## config.mk

```make
export PLATFORM = sky130hd
export DESIGN_NAME = conv_layer_walker
export DESIGN_NICKNAME = d
export VERILOG_FILES = /design/src/rtl/conv_layer_walker_pkg.sv /design/src/rtl/conv_layer_walker_idx_wrap_counter.sv /design/src/rtl/conv_layer_walker.sv
export SDC_FILE = /design/constraint.sdc
export NUM_CORES = 1
export LEC_CHECK = 0
export BUFFER_PORTS_ARGS = -buffer_cell sky130_fd_sc_hd__buf_2
export CORE_MARGIN = 1.5
export CORE_UTILIZATION = 40
export CTS_BUF_LIST = sky130_fd_sc_hd__clkbuf_8
export DETAILED_ROUTE_END_ITERATION = 12
export GPL_TIMING_DRIVEN = 1
export PLACE_DENSITY_LB_ADDON = 0.2
export RECOVER_POWER = 100
export REMOVE_ABC_BUFFERS = 1
export SLEW_MARGIN = 20
export SYNTH_ARGS = -nofsm -noshare
export SYNTH_HDL_FRONTEND = slang
export SYNTH_HIERARCHICAL = 1
export SYNTH_SLANG_ARGS = --single-unit
```

## constraint.sdc

```tcl
create_clock -name clk -period 15.7 [get_ports clk]
set_input_delay 1.57 -clock clk [delete_from_list [all_inputs] [get_ports clk]]
set_output_delay 1.57 -clock clk [all_outputs]
set_load 0.01 [all_outputs]
```

## src/rtl/conv_layer_walker_pkg.sv

```systemverilog
`default_nettype none
// +----------------------------------------------------------------------------+
// | Module      : conv_layer_walker_pkg                                        |
// | Description : Shared widths, stride and walker FSM state encoding for the  |
// |               convolution layer walker and its index counters.             |
// | Revision    : 1.0 - initial release                                        |
// +----------------------------------------------------------------------------+
package conv_layer_walker_pkg;

   localparam int AW     = 13;   // address / dimension width
   localparam int STRIDE = 2;    // convolution stride, rows and columns

   typedef enum logic [2:0] {
      ST_IDLE = 3'd0,
      ST_PREP = 3'd1,
      ST_REQ  = 3'd2,
      ST_NEXT = 3'd3,
      ST_DONE = 3'd4
   } state_t;

endpackage
`default_nettype wire

```

## src/rtl/conv_layer_walker_idx_wrap_counter.sv

```systemverilog
`default_nettype none
// +----------------------------------------------------------------------------+
// | Module      : conv_layer_walker_idx_wrap_counter                           |
// | Description : W-bit index counter counting 0..limit-1 with clear and       |
// |               increment; wrap_o flags that the next increment returns to 0.|
// | Ports       : clk, rst (sync, active-low), clr_i, inc_i, limit_i,          |
// |               cnt_o (current index), wrap_o (cnt_o == limit_i-1)           |
// | Revision    : 1.0 - initial release                                        |
// +----------------------------------------------------------------------------+
module conv_layer_walker_idx_wrap_counter #(
   parameter int W = 13
) (
   input  logic         clk,
   input  logic         rst,
   input  logic         clr_i,
   input  logic         inc_i,
   input  logic [W-1:0] limit_i,
   output logic [W-1:0] cnt_o,
   output logic         wrap_o
);

   logic [W-1:0] cnt_q;
   logic [W-1:0] cnt_d;
   logic [W-1:0] w_cnt_inc;

   assign w_cnt_inc = cnt_q + {{(W-1){1'b0}}, 1'b1};
   assign wrap_o    = (w_cnt_inc == limit_i);
   assign cnt_o     = cnt_q;

   always_comb begin
      cnt_d = cnt_q;
      if (clr_i) begin
         cnt_d = '0;
      end else if (inc_i) begin
         cnt_d = wrap_o ? '0 : w_cnt_inc;
      end
   end

   always_ff @(posedge clk) begin
      if (!rst) begin
         cnt_q <= '0;
      end else begin
         cnt_q <= cnt_d;
      end
   end

endmodule
`default_nettype wire

```

## src/rtl/conv_layer_walker.sv

```systemverilog
`default_nettype none
// +----------------------------------------------------------------------------+
// | Module      : conv_layer_walker                                            |
// | Description : Latches one layer's geometry on start_i, walks every output  |
// |               pixel (io, ir, ic) and issues one pixel job per output over  |
// |               a px_req_o/px_ack_i handshake, then pulses picture_finish_o. |
// | Ports       : clk, rst (sync, active-low), start_i, layer geometry and     |
// |               base addresses (*_i), px_req_o/px_ack_i handshake, job       |
// |               addresses and indices (*_o), busy_o, picture_finish_o        |
// | Revision    : 1.0 - initial release                                        |
// +----------------------------------------------------------------------------+
module conv_layer_walker
   import conv_layer_walker_pkg::*;
(
   input  logic          clk,
   input  logic          rst,
   input  logic          start_i,
   input  logic [AW-1:0] do_i,
   input  logic [AW-1:0] di_i,
   input  logic [AW-1:0] dc_i,
   input  logic [AW-1:0] dkr_i,
   input  logic [AW-1:0] dkc_i,
   input  logic [AW-1:0] dr_out_i,
   input  logic [AW-1:0] dc_out_i,
   input  logic [AW-1:0] inaddr_i,
   input  logic [AW-1:0] waddr_i,
   input  logic [AW-1:0] outaddr_i,
   output logic          px_req_o,
   input  logic          px_ack_i,
   output logic [AW-1:0] in_addr_o,
   output logic [AW-1:0] w_addr_o,
   output logic [AW-1:0] out_addr_o,
   output logic [AW-1:0] io_out_o,
   output logic [AW-1:0] ir_out_o,
   output logic [AW-1:0] ic_out_o,
   output logic          busy_o,
   output logic          picture_finish_o
);

   localparam logic [AW-1:0] C_STRIDE = AW'(STRIDE);
   localparam logic [AW-1:0] C_ONE    = AW'(1);

   state_t        state_q, state_d;

   // Layer parameters, captured only on an accepted start
   logic [AW-1:0] do_q, di_q, dc_q, dkr_q, dkc_q, dr_q, dcout_q;
   logic [AW-1:0] inaddr_q, waddr_q, outaddr_q;

   logic [AW-1:0] wstep_q, wstep_d;
   logic [AW-1:0] rstep_q, rstep_d;
   logic [AW-1:0] in_row_q, in_row_d;
   logic [AW-1:0] in_addr_q, in_addr_d;
   logic [AW-1:0] w_addr_q, w_addr_d;
   logic [AW-1:0] out_addr_q, out_addr_d;
   logic          px_req_q, px_req_d;
   logic          busy_q, busy_d;
   logic          fin_q, fin_d;

   logic          w_latch;
   logic          w_prep;
   logic          w_step;
   logic          w_ic_wrap, w_ir_wrap, w_io_wrap;

   assign w_latch = (state_q == ST_IDLE) && start_i;
   assign w_prep  = (state_q == ST_PREP);
   assign w_step  = (state_q == ST_NEXT);

   // Nested index counters: columns advance every job, rows on column wrap,
   // output channels on row wrap.
   conv_layer_walker_idx_wrap_counter #(.W(AW)) u_ic (
      .clk     (clk),
      .rst     (rst),
      .clr_i   (w_prep),
      .inc_i   (w_step),
      .limit_i (dcout_q),
      .cnt_o   (ic_out_o),
      .wrap_o  (w_ic_wrap)
   );

   conv_layer_walker_idx_wrap_counter #(.W(AW)) u_ir (
      .clk     (clk),
      .rst     (rst),
      .clr_i   (w_prep),
      .inc_i   (w_step && w_ic_wrap),
      .limit_i (dr_q),
      .cnt_o   (ir_out_o),
      .wrap_o  (w_ir_wrap)
   );

   conv_layer_walker_idx_wrap_counter #(.W(AW)) u_io (
      .clk     (clk),
      .rst     (rst),
      .clr_i   (w_prep),
      .inc_i   (w_step && w_ic_wrap && w_ir_wrap),
      .limit_i (do_q),
      .cnt_o   (io_out_o),
      .wrap_o  (w_io_wrap)
   );

   always_comb begin
      state_d    = state_q;
      wstep_d    = wstep_q;
      rstep_d    = rstep_q;
      in_row_d   = in_row_q;
      in_addr_d  = in_addr_q;
      w_addr_d   = w_addr_q;
      out_addr_d = out_addr_q;
      px_req_d   = 1'b0;
      busy_d     = busy_q;
      fin_d      = 1'b0;

      case (state_q)
         ST_IDLE: begin
            busy_d = 1'b0;
            if (start_i) begin
               state_d = ST_PREP;
               busy_d  = 1'b1;
            end
         end

         ST_PREP: begin
            // The only multiply in the design; steps are reused by adds later.
            wstep_d    = di_q * dkr_q * dkc_q;
            rstep_d    = C_STRIDE * dc_q;
            in_row_d   = inaddr_q;
            in_addr_d  = inaddr_q;
            w_addr_d   = waddr_q;
            out_addr_d = outaddr_q;
            if ((do_q == '0) || (dr_q == '0) || (dcout_q == '0)) begin
               state_d = ST_DONE;
               fin_d   = 1'b1;
            end else begin
               state_d  = ST_REQ;
               px_req_d = 1'b1;
            end
         end

         ST_REQ: begin
            if (px_ack_i) begin
               state_d = ST_NEXT;
            end else begin
               px_req_d = 1'b1;
            end
         end

         ST_NEXT: begin
            out_addr_d = out_addr_q + C_ONE;
            if (!w_ic_wrap) begin
               in_addr_d = in_addr_q + C_STRIDE;
            end else if (!w_ir_wrap) begin
               in_row_d  = in_row_q + rstep_q;
               in_addr_d = in_row_q + rstep_q;
            end else begin
               in_row_d  = inaddr_q;
               in_addr_d = inaddr_q;
               w_addr_d  = w_addr_q + wstep_q;
            end
            if (w_ic_wrap && w_ir_wrap && w_io_wrap) begin
               state_d = ST_DONE;
               fin_d   = 1'b1;
            end else begin
               state_d  = ST_REQ;
               px_req_d = 1'b1;
            end
         end

         ST_DONE: begin
            state_d = ST_IDLE;
            busy_d  = 1'b0;
         end

         default: begin
            state_d = ST_IDLE;
            busy_d  = 1'b0;
         end
      endcase
   end

   always_ff @(posedge clk) begin
      if (!rst) begin
         state_q    <= ST_IDLE;
         wstep_q    <= '0;
         rstep_q    <= '0;
         in_row_q   <= '0;
         in_addr_q  <= '0;
         w_addr_q   <= '0;
         out_addr_q <= '0;
         px_req_q   <= 1'b0;
         busy_q     <= 1'b0;
         fin_q      <= 1'b0;
      end else begin
         state_q    <= state_d;
         wstep_q    <= wstep_d;
         rstep_q    <= rstep_d;
         in_row_q   <= in_row_d;
         in_addr_q  <= in_addr_d;
         w_addr_q   <= w_addr_d;
         out_addr_q <= out_addr_d;
         px_req_q   <= px_req_d;
         busy_q     <= busy_d;
         fin_q      <= fin_d;
      end
   end

   always_ff @(posedge clk) begin
      if (!rst) begin
         do_q      <= '0;
         di_q      <= '0;
         dc_q      <= '0;
         dkr_q     <= '0;
         dkc_q     <= '0;
         dr_q      <= '0;
         dcout_q   <= '0;
         inaddr_q  <= '0;
         waddr_q   <= '0;
         outaddr_q <= '0;
      end else if (w_latch) begin
         do_q      <= do_i;
         di_q      <= di_i;
         dc_q      <= dc_i;
         dkr_q     <= dkr_i;
         dkc_q     <= dkc_i;
         dr_q      <= dr_out_i;
         dcout_q   <= dc_out_i;
         inaddr_q  <= inaddr_i;
         waddr_q   <= waddr_i;
         outaddr_q <= outaddr_i;
      end
   end

   assign px_req_o         = px_req_q;
   assign in_addr_o        = in_addr_q;
   assign w_addr_o         = w_addr_q;
   assign out_addr_o       = out_addr_q;
   assign busy_o           = busy_q;
   assign picture_finish_o = fin_q;

endmodule
`default_nettype wire

```

==> results of run 1 <==
==> registers in the layout, summed over array words and instances (netlist names), 12 cells and up <==
signal / cells
dcout_q: 13
di_q: 13
dkc_q: 13
dkr_q: 13
do_q: 13
dr_q: 13
in_addr_o: 13
in_row_q: 13
inaddr_q: 13
out_addr_o: 13
outaddr_q: 13
u_ic/cnt_o: 13
u_io/cnt_o: 13
u_ir/cnt_o: 13
w_addr_o: 13
waddr_q: 13
wstep_q: 13
dc_q: 12
rstep_q: 12
==> cell usage in the layout, fill, tap and decap left out, types with 67 or more instances in the layout <==
master,instances
sky130_fd_sc_hd__buf_2,132
sky130_fd_sc_hd__nand2_1,491
sky130_fd_sc_hd__inv_1,189
sky130_fd_sc_hd__a21oi_1,236
sky130_fd_sc_hd__ha_1,96
sky130_fd_sc_hd__clkbuf_8,67
sky130_fd_sc_hd__nor2_1,100
sky130_fd_sc_hd__xnor2_1,86
sky130_fd_sc_hd__clkbuf_1,87
sky130_fd_sc_hd__fa_1,98
sky130_fd_sc_hd__dfxtp_1,251
==> worst max-delay path by stage <==
stage	cells after the start	slack (ps)	startpoint	end
after detailed placement	33	6230	dkr_q[3]$_SDFFE_PN0P_	wstep_q[12]$_SDFFE_PN0P_
final	33	6150	dkr_q[3]$_SDFFE_PN0P_	wstep_q[12]$_SDFFE_PN0P_
after global routing	33	5540	dkr_q[3]$_SDFFE_PN0P_	wstep_q[12]$_SDFFE_PN0P_
after global placement	33	6330	dkr_q[3]$_SDFFE_PN0P_	wstep_q[12]$_SDFFE_PN0P_
after floorplan	3	4260	start_i	dc_q[0]$_SDFFE_PN0P_
after CTS	33	6230	dkr_q[3]$_SDFFE_PN0P_	wstep_q[12]$_SDFFE_PN0P_
==> tightest hold or removal path, stage by stage, from the launching register on <==
cell	delay, ps
sky130_fd_sc_hd__dfxtp_1	310
sky130_fd_sc_hd__nand2_1	60
sky130_fd_sc_hd__a21oi_1	50
==> power groups by stage <==
stage | clock network, mW | registers [mW] | logic [mW]
after floorplan | 0 | 0.755 | 0.285
after global placement | 0 | 0.764 | 0.393
after detailed placement | 0 | 0.765 | 0.401
after CTS | 0.775 | 0.752 | 0.403
after global routing | 0.801 | 0.762 | 0.447
final | 0.750 | 0.753 | 0.392
==> layout make-up <==
class,count,share of cell area [%]
Multi-Input combinational cell,1656,56.9
Sequential cell,251,25.0
Timing Repair Buffer,229,5.29
Clock buffer,67,4.59
Tap cell,592,3.69
Inverter,183,3.43
Clock inverter,22,1.08
==> cell families after synthesis <==
logic type	after synthesis	share of synthesized area (%)
and+or+nand+nor	878	23.4
AOI/OAI and AO/OA	427	15.2
buffers and inverters	309	6.97
DFF	251	28.3
adders and majority gates	194	17.8
xor gates and xnor gates	149	7.85
muxes	8	0.451
==> metal layers <==
| metal | vias to the layer above | GRT usage (%) | part of all wire [%] |
|---|---|---|---|
| met2 | 286 | 33.9 | 46 |
| met4 | 2 | 5.88 | 2.3 |
| li1 | 7655 | - | - |
| met5 | - | 0 | 0.028 |
| met1 | 7331 | 27.4 | 47 |
| met3 | 75 | 4.03 | 4.6 |
==> metrics by stage <==
step	instance area [µm²]	setup slack, ps
detailed placement	19200	6230
global route	20100	5540
global placement	19200	6330
finish	20100	6150
floorplan	17200	4260
CTS	20300	6230
==> impl.org, run 1 <==
** Worst setup path
- The worst register-to-register path has a setup slack of 6150 ps.
- The worst setup path is launched from a flop.
- Register-to-Register Path Depth :: 33
- Data on the critical path arrives at its endpoint at 9920 ps.
- STA puts the critical path data required time at 16070 ps.
- Worst Path Class, Setup :: flop to flop
- Reg2Reg Launch Point :: dkr_q[3]$_SDFFE_PN0P_
- Broken down by cell family, the worst path's largest delay share belongs to adder cells.
- The most numerous cell type found on the critical path is sky130_fd_sc_hd__fa_1.
- Sort of element at the end of the critical path :: flop
- Top fanout value on the critical path :: 11
- For this run, the slowest stage of the critical path takes 560 ps.
- Together, buffers and inverters on the worst path number 6.
- R2R Path End :: wstep_q[12]$_SDFFE_PN0P_
- Critical path's slowest cell :: sky130_fd_sc_hd__fa_1

** Power and ir drop
- Internal power comes to 1.29 mW.
- In this run the power spent charging and discharging nets is 0.608 mW.
- VDD sags by at most 0.0618 mV.
- Sequential cells burn 39.7% of the power.
- The analysis attributes to cell leakage a power of 8.35 nW.
- PD cells :: 94.3 nW/µm²
- Pwr Total :: 1.89 mW
- The share of total power dissipated in combinational logic is 20.7%.
- Net switching is 32.1% of the power.
- In this run, the clock network consumes 39.6% of the power.

** Placement
- GPL Wtd Cong :: 0.854
- Quantity of I/O buffers inserted on ports :: 213
- HPWL reported at the end of detailed placement :: 33600 µm
- Placed Cells incl. Taps :: 2911

** Min path
- Hold Crit Depth :: 2
- The startpoint identified for the worst hold timing path is dc_q[7]$_SDFFE_PN0P_.
- Hold Path End :: rstep_q[8]$_SDFFE_PN0P_
- The worst hold path belongs to the class flop to flop.

** Route
- Total Wirelength :: 46500 µm
- In the final routed layout, each cell accounts on average for 15.5 µm.
- Detailed routing inserted a total of 15300 vias.
- Post-route DRC violation count :: 0
- Pre-antenna DRT Iters :: 5
- For this block, the initial DRC count from the detailed router was 770.
- Remaining number of nets flagged by the antenna check after routing :: 0
- Dividing the detail-routed via count by the number of cells gives 5.12.

** Finish
- Fill cell count :: 4548
- Post-layout nets :: 2697
- Sequential cell area :: 5020 µm²
- In the final layout, the share of cells above drive strength 1 is 11.2%.
- Excluding fillers, the count of instances in the completed layout stands at 3000.
- Summing all multi-input logic gate instances after layout gives 11400 µm².
- Number of diodes :: 0
- P&R area growth vs syn :: 13.1%
- Final cell utilization of the core :: 45.6%

** Clocking
- Deepest level of the CTS H-tree :: 2
- At the later pin of the worst-skew pair, clock insertion delay measures 630 ps.
- Clock tree buffer depth :: 3
- TritonCTS Sinks :: 251
- The root buffer cell chosen for the clock tree is sky130_fd_sc_hd__clkbuf_8.
- Number of instances resized during post-cts repair :: 0
- Total of hold buffers inserted after clock tree synthesis :: 0
- TritonCTS built the clock tree.
- Number of post-CTS setup repair buffers :: 0
- Clock buffer count from CTS :: 48
- Clock slew at reported path FFs :: 60 ps

** STA
- Max Slew Vio Count :: 245
- Setup tns final :: 0 ps
- The worst path in the final design needs a cycle of 9550 ps, including I/O delays and setup.
- Max-Slew Margin vs Limit :: -146%
- The number of hold violations in the final report came to 0.
- Timing would allow up to 105 MHz.
- Post-route clock period utilization :: 60.9%
- Clock skew on the completed layout was measured at 23.4 ps.
- Setup violations remaining at the end of the flow were counted as 0.
- Unrepaired setup endpoints after global routing :: no
- Hold_ws :: 446 ps
- Worst-margin pin slew :: 3670 ps

** Die
- After floorplanning, the core was divided into 77 placement rows.
- Starting utilization of the core area :: 40.3%
- Floorplan core area :: 44000 µm²
- Top-level port count :: 215
- The die covers 45700 µm².
- The die is 214 µm wide.
- The floorplan step set the die height to 214 µm.

** Logic synthesis
- The cell area that synthesis handed to floorplanning was 17800 µm².
- Number of warnings reported in the yosys synthesis log :: 6
- Sequential elements use 28.3% of the synthesized area.
- Share of the synthesized area in the top cell type :: 28.3%
- Mean instance size in the synthesized netlist :: 8.01 µm²
- In this run, synthesis inferred 0 flip-flops with an integrated enable.
- Leading cell type by number of instances after synthesis :: sky130_fd_sc_hd__nand2_1
- Among all flip-flop cells after synthesis, the most frequent one is sky130_fd_sc_hd__dfxtp_1.
- Post-synthesis instance total :: 2216
- Commonest cells post-synth :: sky130_fd_sc_hd__nand2_1 (491), sky130_fd_sc_hd__dfxtp_1 (251), sky130_fd_sc_hd__a21oi_1 (236)
- Summed over all instances, the cell type with the most area after synthesis is sky130_fd_sc_hd__dfxtp_1.
- Number of distinct library cells after synthesis :: 82
- Async set-or-reset flop fraction in the synthesized netlist :: 0%
- After synthesis the netlist holds a flip-flop and latch count of 251.
- Cell types occupying the most area after synthesis :: sky130_fd_sc_hd__dfxtp_1 (28%), sky130_fd_sc_hd__fa_1 (11%), sky130_fd_sc_hd__nand2_1 (10%)

** Global route
- The initial antenna violation count was 1.
- The number of global-route vias before repair was 15200.
- Global routing usage summed across all routing layers :: 20.6%
- First-pass GRT wire length :: 76300 µm
- Residual overflow from global routing :: 0
- Entering global routing, the biggest net connects 112 pins.

** Flow run
- Number of max-capacitance violations reported :: 4

** Run status
- The checks that failed: capacitance limit, slew limit.
- The run finished, with violations left.
Note: power is estimated with default switching activity, not from simulation.
==> run 2: changes to the inputs <==
==> constraint.sdc (replaced) <==
create_clock -name clk -period 7.9 [get_ports clk]
set_input_delay 0.79 -clock clk [delete_from_list [all_inputs] [get_ports clk]]
set_output_delay 0.79 -clock clk [all_outputs]
set_load 0.01 [all_outputs]
==> run 2 against run 1 <==
Net effect: the flow finishes with violations (capacitance limit, slew limit, setup timing); combinational power rose by 120%; core utilization grew 1.9 points; die area unchanged; clock-buffer cell count decreased by 5; global-route usage is 0.57 points higher; critical path type unchanged; largest power group unchanged; highest routed layer is now met4.
==> impl.org, run 2 (synthesis results as in run 1) <==
** Finish
- The share of the core filled with cells is 47.5% (+1.9 points).
- Number of diodes :: 0 (unchanged)
- The number of filler instances in the final layout is 4441 (-2.4%).
- Compared with the post-synthesis result, the final layout area differs by 17.7%.
- Leading cell type in the layout, fill and taps excluded :: sky130_fd_sc_hd__nand2_1
- Most frequent cells in the layout :: sky130_fd_sc_hd__nand2_1 (484), sky130_fd_sc_hd__dfxtp_1 (241), sky130_fd_sc_hd__a21oi_1 (230)
- The proportion of layout cells with a drive suffix above 1 was 16.3% (+5.1 points).
- The final non-filler cell total came to 3085 (+2.8%).
- The final-stage net count was 2784 (+3.2%).

** Placement
- Setup WS pre-CTS :: -1180 ps (-7410 ps)
- HPWL reported at the end of detailed placement :: 34700 µm (+3.4%)
- The placer's final routability congestion estimate came to 0.860 (+0.67%).
- Quantity of I/O buffers inserted on ports :: 213 (unchanged)
- Placed Cells incl. Taps :: 2989 (+2.7%)

** Min path
- Hold Path End :: di_q[12]$_SDFFE_PN0P_
- Worst Min Path Start :: di_i[12]
- Hold Crit Depth :: 3 (+1)
- Classification of the worst-slack hold path :: input pin to flop

** Clocking
- The depth of the CTS H-tree came to 2 (unchanged).
- TritonCTS built the clock tree.
- Clock latency at the later pin of the worst-skew pair :: 620 ps (about the same)
- The total clock sinks was 251 (unchanged).
- Clock buffer count from CTS :: 48 (unchanged)
- The clock-pin slew of the registers on the worst-case setup and hold paths came to 60 ps (about the same).
- Cell at the root of the clock tree :: sky130_fd_sc_hd__clkbuf_8
- The largest buffer count on any clock path was 3 (unchanged).
- The number of hold buffers added after cts was 0 (unchanged).

** Worst setup path
- The number of cells traversed by the worst register-to-register path is 33 (unchanged).
- The slack of the worst reg-to-reg path came to -440 ps (-6590 ps).
- Number of buffer and inverter stages on the critical path :: 6 (unchanged)
- The arrival time at the worst endpoint was 8900 ps (-1020 ps).
- Critical path's slowest cell :: sky130_fd_sc_hd__fa_1
- The required time of the critical path came to 8450 ps (-7620 ps).
- In this run the critical register-to-register path is captured at wstep_q[12]$_SDFFE_PN0P_.
- Tracing the worst setup path back leads to its startpoint at dkr_q[1]$_SDFFE_PN0P_.
- Among cell families on the critical path, the largest total delay comes from adder cells.
- The largest stage delay on the critical path came to 560 ps (about the same).
- Counting stages on the worst path, the most repeated cell is sky130_fd_sc_hd__fa_1.
- The worst setup path is of the flop to flop kind.
- Category of the worst setup path launch point :: flop
- Reg2Reg Launch Point :: dkr_q[1]$_SDFFE_PN0P_
- STA classifies the critical path endpoint as a flop.
- The maximum fanout count along the critical path was 7 (-4).

** Die
- Number of placement rows :: 77 (unchanged)
- Starting utilization of the core area :: 40.3% (unchanged)
- Total die area :: 45700 µm² (unchanged)
- Top-level port count :: 215 (unchanged)
- Floorplan core area :: 44000 µm² (unchanged)
- Die outline height :: 214 µm (unchanged)
- Chip width :: 214 µm (unchanged)

** Flow run
- Number of max-capacitance violations reported :: 4 (unchanged)

** Power and ir drop
- The power per standard cell area is 177 nW/µm² (+87%).
- The peak supply drop is 0.100 mV (+62%).
- Leakage power total :: 8.77 nW (+5.0%)

** Route
- The final antenna-violating net count was 0 (unchanged).
- The number of vias per cell is 5.13 (+0.36%).
- Detailed-route wire length per cell :: 15.6 µm (+0.37%)
- Total Wirelength :: 48000 µm (+3.2%)
- The total via count in the routed design came to 15800 (+3.2%).
- Starting DRT DRC Count :: 894 (+16%)
- The number of optimization iterations in the first detailed-route pass was 5 (unchanged).
- The post-detailed-route DRC marker count is 0 (unchanged).

** Global route
- Via count of the first global-routing pass :: 15800 (+3.8%)
- The wire length of the first global-routing pass was 78300 µm (+2.5%).
- Maximum number of pins on one net before global-route repair :: 105 (-6.3%)
- Global routing usage summed across all routing layers :: 21.1% (+0.57 points)
- Residual overflow from global routing :: 0 (unchanged)
- Initial antenna violation count :: 0 (-1)

** STA
- Setup tns final :: -445 ps (-445 ps)
- Fmax :: 120 MHz (+15%)
- Max Slew Vio Count :: 180 (-27%)
- Layout Skew :: 18.7 ps (-4.72 ps)
- The worst-case headroom to the max-slew limit is -76.0% (+70 points).
- The final number of setup-violating endpoints is 1 (+1).
- Number of endpoints with negative hold slack in the final report :: 0 (unchanged)
- The post-layout worst setup margin came to -445 ps (-6590 ps).
- The final critical path time including I/O delays and setup is 8340 ps (-1210 ps).
- Unrepaired setup endpoints after global routing :: yes
- The slew at the pin closest to its max-slew limit was 2640 ps (-1030 ps).
- Post-route clock period utilization :: 106% (+45 points)
- Hold_ws :: 400 ps (-46.3 ps)

** Run status
- Result of the run :: finished with violations
- The final reports fail on capacitance limit, slew limit, setup timing.
## run 2: cell types whose count changed in the layout (fill, tap and decap cells not counted), sizes merged
| cell | change |
|---|---|
| buf | +84 |
| bufinv | -3 |
| clkbuf | -2 |
| clkinv | -1 |
| inv | +7 |
## run 2: metal layers
layer	global-route usage, %	routed length, µm	share of wire [%]
met1	26.8	21800	45
met2	36.3	22600	47
met3	3.87	2290	4.8
met4	6.82	1250	2.6
met5	0	0	0
## run 2: metrics by stage
step	total power [mW]	cell area [µm²]
floorplan	2.07	17200
global placement	2.36	19700
detailed placement	2.38	19700
CTS	3.74	20900
global route	3.93	20900
finish	3.69	20900
## run 2: final cells by class
type,instances,area (µm²),share of cell area (%)
tap,592,741,3.54
clock buffer,62,853,4.08
inverter,183,692,3.31
multi-input combinational,1656,11700,56.0
sequential,251,5050,24.2
timing repair buffer,316,1730,8.26
clock inverter,25,141,0.676
## run 2: power breakdown
part           switching, mW  total [mW]  internal (mW)  leakage, nW
sequential             0.113        1.49           1.37         2.05
combinational          0.519       0.878          0.359         6.14
clock                  0.594        1.33          0.736        0.572
total                   1.23        3.69           2.47         8.77
## run 2: worst register-to-register path, delay by kind of cell (launching register included)
family	cells	cell delay (ps)
compound gates	3	400
buf+inv	6	260
simple gates	4	370
flops	1	400
fa+ha+maj	11	5160
xor+xnor	9	1680
## run 2: how the worst max path moves through the flow
stage          slack (ps)                        to  cells after the start
2_1_floorplan       -2950      dc_q[0]$_SDFFE_PN0P_                      3
5_1_grt              -840  wstep_q[12]$_SDFFE_PN0P_                     33
4_1_cts              -450  wstep_q[12]$_SDFFE_PN0P_                     33
3_3_place_gp        -1030  wstep_q[12]$_SDFFE_PN0P_                     35
3_5_place_dp        -1180  wstep_q[12]$_SDFFE_PN0P_                     35
6_report             -440  wstep_q[12]$_SDFFE_PN0P_                     33
## run 2: timing repair
item / in CTS / in global routing
pin swaps: 49 / 47
buffers inserted: 2 / 6
setup endpoints to repair: 4 / 4
gates resized for setup: 45 / 30
